<file path="src/rtl/cpu_types_pkg.sv">
// Shared CPU types: immediate selector, RV32 major opcodes and the decode
// pipeline slot carried from IDU to EXU.
package cpu_types_pkg;

  // Immediate format selector consumed by ImmGen; IMM_I encodes as zero so
  // an all-zero slot is the natural reset value.
  typedef enum logic [2:0] {
    IMM_I = 3'd0,
    IMM_S = 3'd1,
    IMM_B = 3'd2,
    IMM_U = 3'd3,
    IMM_J = 3'd4
  } immsel_e;

  localparam logic [6:0] OPC_LUI    = 7'b0110111;
  localparam logic [6:0] OPC_AUIPC  = 7'b0010111;
  localparam logic [6:0] OPC_JAL    = 7'b1101111;
  localparam logic [6:0] OPC_JALR   = 7'b1100111;
  localparam logic [6:0] OPC_BRANCH = 7'b1100011;
  localparam logic [6:0] OPC_LOAD   = 7'b0000011;
  localparam logic [6:0] OPC_STORE  = 7'b0100011;
  localparam logic [6:0] OPC_OPIMM  = 7'b0010011;
  localparam logic [6:0] OPC_OP     = 7'b0110011;
  localparam logic [6:0] OPC_SYSTEM = 7'b1110011;

  // Widest PC any instantiation may carry; narrower PCs are zero-extended.
  localparam int unsigned DEC_PC_MAX_W = 64;

  typedef struct packed {
    logic [31:0]             inst;
    logic [DEC_PC_MAX_W-1:0] pc;
    logic [31:0]             imm;
    immsel_e                 immsel;
    logic                    illegal;
  } dec_slot_t;

  localparam dec_slot_t DEC_SLOT_RST = '0;

endpackage

</file>
<file path="src/rtl/ImmGen.sv">
// Combinational RV32 immediate generator: sign-extends / reassembles the
// immediate field of an instruction according to the selected format.
module ImmGen
  import cpu_types_pkg::*;
(
  input  logic [31:0] inst,
  input  immsel_e     immsel,
  output logic [31:0] imm
);

  // Format mux over the five RV32 immediate layouts.
  always_comb begin
    imm = '0;
    unique case (immsel)
      IMM_I: imm = {{20{inst[31]}}, inst[31:20]};
      IMM_S: imm = {{20{inst[31]}}, inst[31:25], inst[11:7]};
      IMM_B: imm = {{19{inst[31]}}, inst[31], inst[7], inst[30:25], inst[11:8], 1'b0};
      IMM_U: imm = {inst[31:12], 12'b0};
      IMM_J: imm = {{11{inst[31]}}, inst[31], inst[19:12], inst[20], inst[30:21], 1'b0};
      default: imm = '0;
    endcase
  end

endmodule

</file>
<file path="src/rtl/idu_imm_ctrl.sv">
// Decode-stage controller: classifies the opcode, generates the immediate
// through ImmGen and holds the result in a registered slot toward the EXU
// with valid/ready flow control and flush.
// Optional feature macro: IDU_SKID_EN (adds a skid entry and registers
// in_ready); undefined gives a single slot with combinational in_ready.
module idu_imm_ctrl
  import cpu_types_pkg::*;
#(
  parameter int unsigned PC_W = 32
) (
  input  logic            clk,
  input  logic            rst_n,
  input  logic            in_valid,
  output logic            in_ready,
  input  logic [31:0]     in_inst,
  input  logic [PC_W-1:0] in_pc,
  input  logic            flush,
  output logic            out_valid,
  input  logic            out_ready,
  output logic [31:0]     out_inst,
  output logic [PC_W-1:0] out_pc,
  output logic [31:0]     out_imm,
  output immsel_e         out_immsel,
  output logic            out_illegal
);

  immsel_e     dec_sel;
  logic        dec_illegal;
  logic        dec_zero_imm;
  logic [31:0] gen_imm;
  dec_slot_t   new_slot;

  dec_slot_t   slot_q;
  logic        valid_q;
  logic        accept;

  // Opcode classification into immediate selector and illegal flag.
  always_comb begin
    dec_sel      = IMM_I;
    dec_illegal  = 1'b0;
    dec_zero_imm = 1'b0;
    if (in_inst[1:0] != 2'b11) begin
      dec_illegal  = 1'b1;
      dec_zero_imm = 1'b1;
    end else begin
      unique case (in_inst[6:0])
        OPC_LUI, OPC_AUIPC:                      dec_sel = IMM_U;
        OPC_JAL:                                 dec_sel = IMM_J;
        OPC_JALR, OPC_LOAD, OPC_OPIMM, OPC_SYSTEM: dec_sel = IMM_I;
        OPC_STORE:                               dec_sel = IMM_S;
        OPC_BRANCH:                              dec_sel = IMM_B;
        OPC_OP:                                  dec_zero_imm = 1'b1;
        default: begin
          dec_illegal  = 1'b1;
          dec_zero_imm = 1'b1;
        end
      endcase
    end
  end

  ImmGen u_immgen (
    .inst   (in_inst),
    .immsel (dec_sel),
    .imm    (gen_imm)
  );

  // Assemble the slot image that an accepted beat would load.
  always_comb begin
    new_slot                = DEC_SLOT_RST;
    new_slot.inst           = in_inst;
    new_slot.pc[PC_W-1:0]   = in_pc;
    new_slot.imm            = dec_zero_imm ? '0 : gen_imm;
    new_slot.immsel         = dec_sel;
    new_slot.illegal        = dec_illegal;
  end

  assign accept = in_valid && in_ready && !flush;

`ifdef IDU_SKID_EN
  dec_slot_t skid_q;
  logic      skid_valid_q;

  // in_ready comes straight from a flop, cutting the out_ready -> in_ready path.
  assign in_ready = !skid_valid_q;

  // Main slot plus skid entry; a beat arriving while the main slot is
  // stalled parks in the skid entry and is promoted when the main slot drains.
  always_ff @(posedge clk) begin
    if (!rst_n) begin
      valid_q      <= 1'b0;
      skid_valid_q <= 1'b0;
      slot_q       <= DEC_SLOT_RST;
      skid_q       <= DEC_SLOT_RST;
    end else if (flush) begin
      valid_q      <= 1'b0;
      skid_valid_q <= 1'b0;
    end else if (!valid_q) begin
      if (accept) begin
        slot_q  <= new_slot;
        valid_q <= 1'b1;
      end
    end else if (out_ready) begin
      if (skid_valid_q) begin
        slot_q       <= skid_q;
        skid_valid_q <= 1'b0;
      end else if (accept) begin
        slot_q <= new_slot;
      end else begin
        valid_q <= 1'b0;
      end
    end else if (accept) begin
      skid_q       <= new_slot;
      skid_valid_q <= 1'b1;
    end
  end
`else
  // Single slot: accept whenever the slot is empty or being consumed now.
  assign in_ready = !valid_q || out_ready;

  // Slot load on accept, clear on consume, kill on flush.
  always_ff @(posedge clk) begin
    if (!rst_n) begin
      valid_q <= 1'b0;
      slot_q  <= DEC_SLOT_RST;
    end else if (flush) begin
      valid_q <= 1'b0;
    end else if (accept) begin
      slot_q  <= new_slot;
      valid_q <= 1'b1;
    end else if (valid_q && out_ready) begin
      valid_q <= 1'b0;
    end
  end
`endif

  assign out_valid   = valid_q;
  assign out_inst    = slot_q.inst;
  assign out_pc      = slot_q.pc[PC_W-1:0];
  assign out_imm     = slot_q.imm;
  assign out_immsel  = slot_q.immsel;
  assign out_illegal = slot_q.illegal;

endmodule

</file>
<file path="config.mk">
export PLATFORM = sky130hd
export DESIGN_NAME = idu_imm_ctrl
export DESIGN_NICKNAME = d
export VERILOG_FILES = /design/src/rtl/cpu_types_pkg.sv /design/src/rtl/ImmGen.sv /design/src/rtl/idu_imm_ctrl.sv
export SDC_FILE = /design/constraint.sdc
export NUM_CORES = 1
export LEC_CHECK = 0
export ABC_AREA = 1
export ABC_CLOCK_PERIOD_IN_PS = 2800
export CORE_ASPECT_RATIO = 1.5
export CORE_MARGIN = 3
export CORE_UTILIZATION = 55
export CTS_BUF_LIST = sky130_fd_sc_hd__clkbuf_8
export DETAILED_ROUTE_END_ITERATION = 16
export DONT_BUFFER_PORTS = 1
export PLACE_DENSITY = 0.7
export SYNTH_ARGS = -nofsm -noshare
export SYNTH_HDL_FRONTEND = slang
export SYNTH_SLANG_ARGS = --single-unit
</file>
<file path="constraint.sdc">
create_clock -name clk -period 2.8 [get_ports clk]
set_input_delay 0.28 -clock clk [delete_from_list [all_inputs] [get_ports clk]]
set_output_delay 0.28 -clock clk [all_outputs]
set_load 0.02 [all_outputs]
</file>
==> metrics.cfg <==
[status]
status=completed

[floorplan]
start_util_pct=57.3
ioPinCount=171
die_y_um=113
fp-row-count=38
coreArea_mm2=0.00737
die_w_um=77.6
dieArea_mm2=0.00879

[min_path]
worstHoldStart=in_inst[31]
hold_path.class=in2reg

[clock_tree]
root_buffer=clkbuf_8
postCtsResizedCells=0
clk_pin_slew_ns=0.08
hold_buffers=1
clock_path_buffers=2
htreeDepth=3
clk_latency_ns=0.35
cts_tree=done
cts_inserted_buffers=9
cts_setup_buffers=0
numClockSinks=101

[worst_setup_path]
critPathLaunchType=flip-flop
crit_start=out_valid$_SDFFE_PP0P_
required_ns=3.07
worstPathMaxFanout=36
critPathKind=reg2reg
crit_path_end_kind=flip-flop
cp.arrival_ns=2.15
r2r-start=out_valid$_SDFFE_PP0P_

[timing]
hold_slack_ns=0.0632
setup_tns_ns=0
fmax_mhz=533
tightest_slew_ns=0.574
skew_ns=0.00433
slew_violations=0
slew_headroom_pct=61.7
setup_viol=0
period_minus_slack_ns=1.88
finalHoldViolations=0
rsz0062_at_grt=no
period_share_pct=67.0

[final_layout]
final_nets=597
final_cell_area_mm2=0.00440
area_growth_pct=4.20
drive_above_1_share_pct=12.6
diodes=0

[place]
dp_hpwl_um=7510
place_congestion=0.807
port-buffer-count=0
placed_cell_area_mm2=0.00421

[pwr]
power.density_mw_per_mm2=616
ir_drop_mv=0.357
total_power_mw=2.71
power.leakage_nw=1.65

[detailed_routing]
drt_iter0_drc=162
routed-via-count=3431
detail_route.wirelength_um=10300
drt_pass1_iterations=6
via_per_inst=5.44
drc=0
routedWlPerCell_um=16.3
postRouteAntennaNets=0

[grt]
grt.total_usage_pct=23.7
grt_pass1_wl_um=16600
grt_pass1_vias=3271
gr-total-overflow=0
grt_max_degree=64
grt_antenna_before_repair=0

[synthesis]
synth_cell_types=24
synth.top_cell.area_share_pct=47.9
ys.flop_type=dfxtp_1
synth-seq-area-share_pct=47.9
synth_edf_count=0
ys_ff_latch=101
syn_avg_cell_area_um2=7.72
ys_top_cells_by_count=nor2_1, dfxtp_1, o21ai_0, nand2_1, a21oi_1
ys_warn_count=0
ys_async_sr_fraction_pct=0
yosys-top-cells-area=dfxtp_1, nor2_1, o21ai_0
synthCells=547
yosysMostFrequentCell=nor2_1
netlist_area_mm2=0.00423
synth_fp_nets=616
synth_top_area_cell=dfxtp_1

[run]
max_cap_viol_count=0

==> layout make-up <==
cell class	instances	area [um2]
clock buffers	13	179
clock inverters	1	5.00
fillers	686	2970
inverters	29	110
multi-input cells	379	1870
flip-flops and latches	101	2020
well taps	100	125
repair buffers	8	87.6
==> kinds of logic (layout without fill, tap and decap cells) <==
group / Yosys count / in the layout / share of synthesized area (%)
DFF: 101 / 101 / 47.9
buffers and inverters: 67 / 51 / 7.79
AOI/OAI and AO/OA: 126 / 126 / 15.9
and+or+nand+nor: 253 / 253 / 28.4
==> layer usage <==
layer,global-route usage [%],vias up,share of wire (%)
li1,-,1740,-
met1,27.0,1542,39
met2,40.0,131,50
met3,7.72,18,8.7
met4,10.8,0,2.3
met5,0,-,0
==> path summary, 6_finish.rpt <==
path | cells after the start | slack [ns] | to
setup reg to reg | 8 | 0.92 | out_illegal$_SDFFE_PN0P_
setup / recovery | 8 | 0.92 | out_illegal$_SDFFE_PN0P_
hold reg to reg | 2 | 0.57 | out_imm[4]$_SDFFE_PN0P_
hold / removal | 2 | 0.06 | out_imm[31]$_SDFFE_PN0P_
==> state kept, by name, indices dropped and copies added (netlist names) <==
register,cells
out_illegal,1
out_immsel,3
out_valid,1
out_inst,32
out_pc,32
out_imm,32
==> power by group <==
| group | switching (mW) | total (mW) | internal, mW |
|---|---|---|---|
| combinational | 0.148 | 0.225 | 0.0765 |
| clock | 0.444 | 0.854 | 0.410 |
| sequential | 0.131 | 1.63 | 1.50 |
| total | 0.723 | 2.71 | 1.99 |
==> worst max-delay path, cell delays in order (launching register included) <==
cell and delay (ns):
dfxtp_1 0.38, inv_1 0.08, nor2_1 0.04, inv_1 0.19
nand3_2 0.32, clkinv_2 0.17, buf_4 0.34, o21ai_0 0.12
a31oi_1 0.15
==> per-stage QoR <==
step / util (%) / cells / worst slack, ns
5_1_grt: 59.7 / 631 / 0.724
2_1_floorplan: - / 547 / 1.30
3_5_place_dp: 57.1 / 616 / 0.959
3_3_place_gp: 57.1 / 616 / 0.997
6_report: 59.7 / 631 / 0.923
4_1_cts: 59.7 / 631 / 0.924
==> cell usage in the layout, fill, tap and decap left out, drive strengths merged <==
cell type and count:
nand3 46, nand2 77, nor3 1, o21ai 77, o211ai 2, dfxtp 101
a211oi 1, clkinv 2, nor2 123, a31oi 1, dlygate4sd3 1, nand4 6
clkbuf 13, inv 28, a21oi 45, buf 7
No activity file was read; power rests on OpenSTA's default activity.
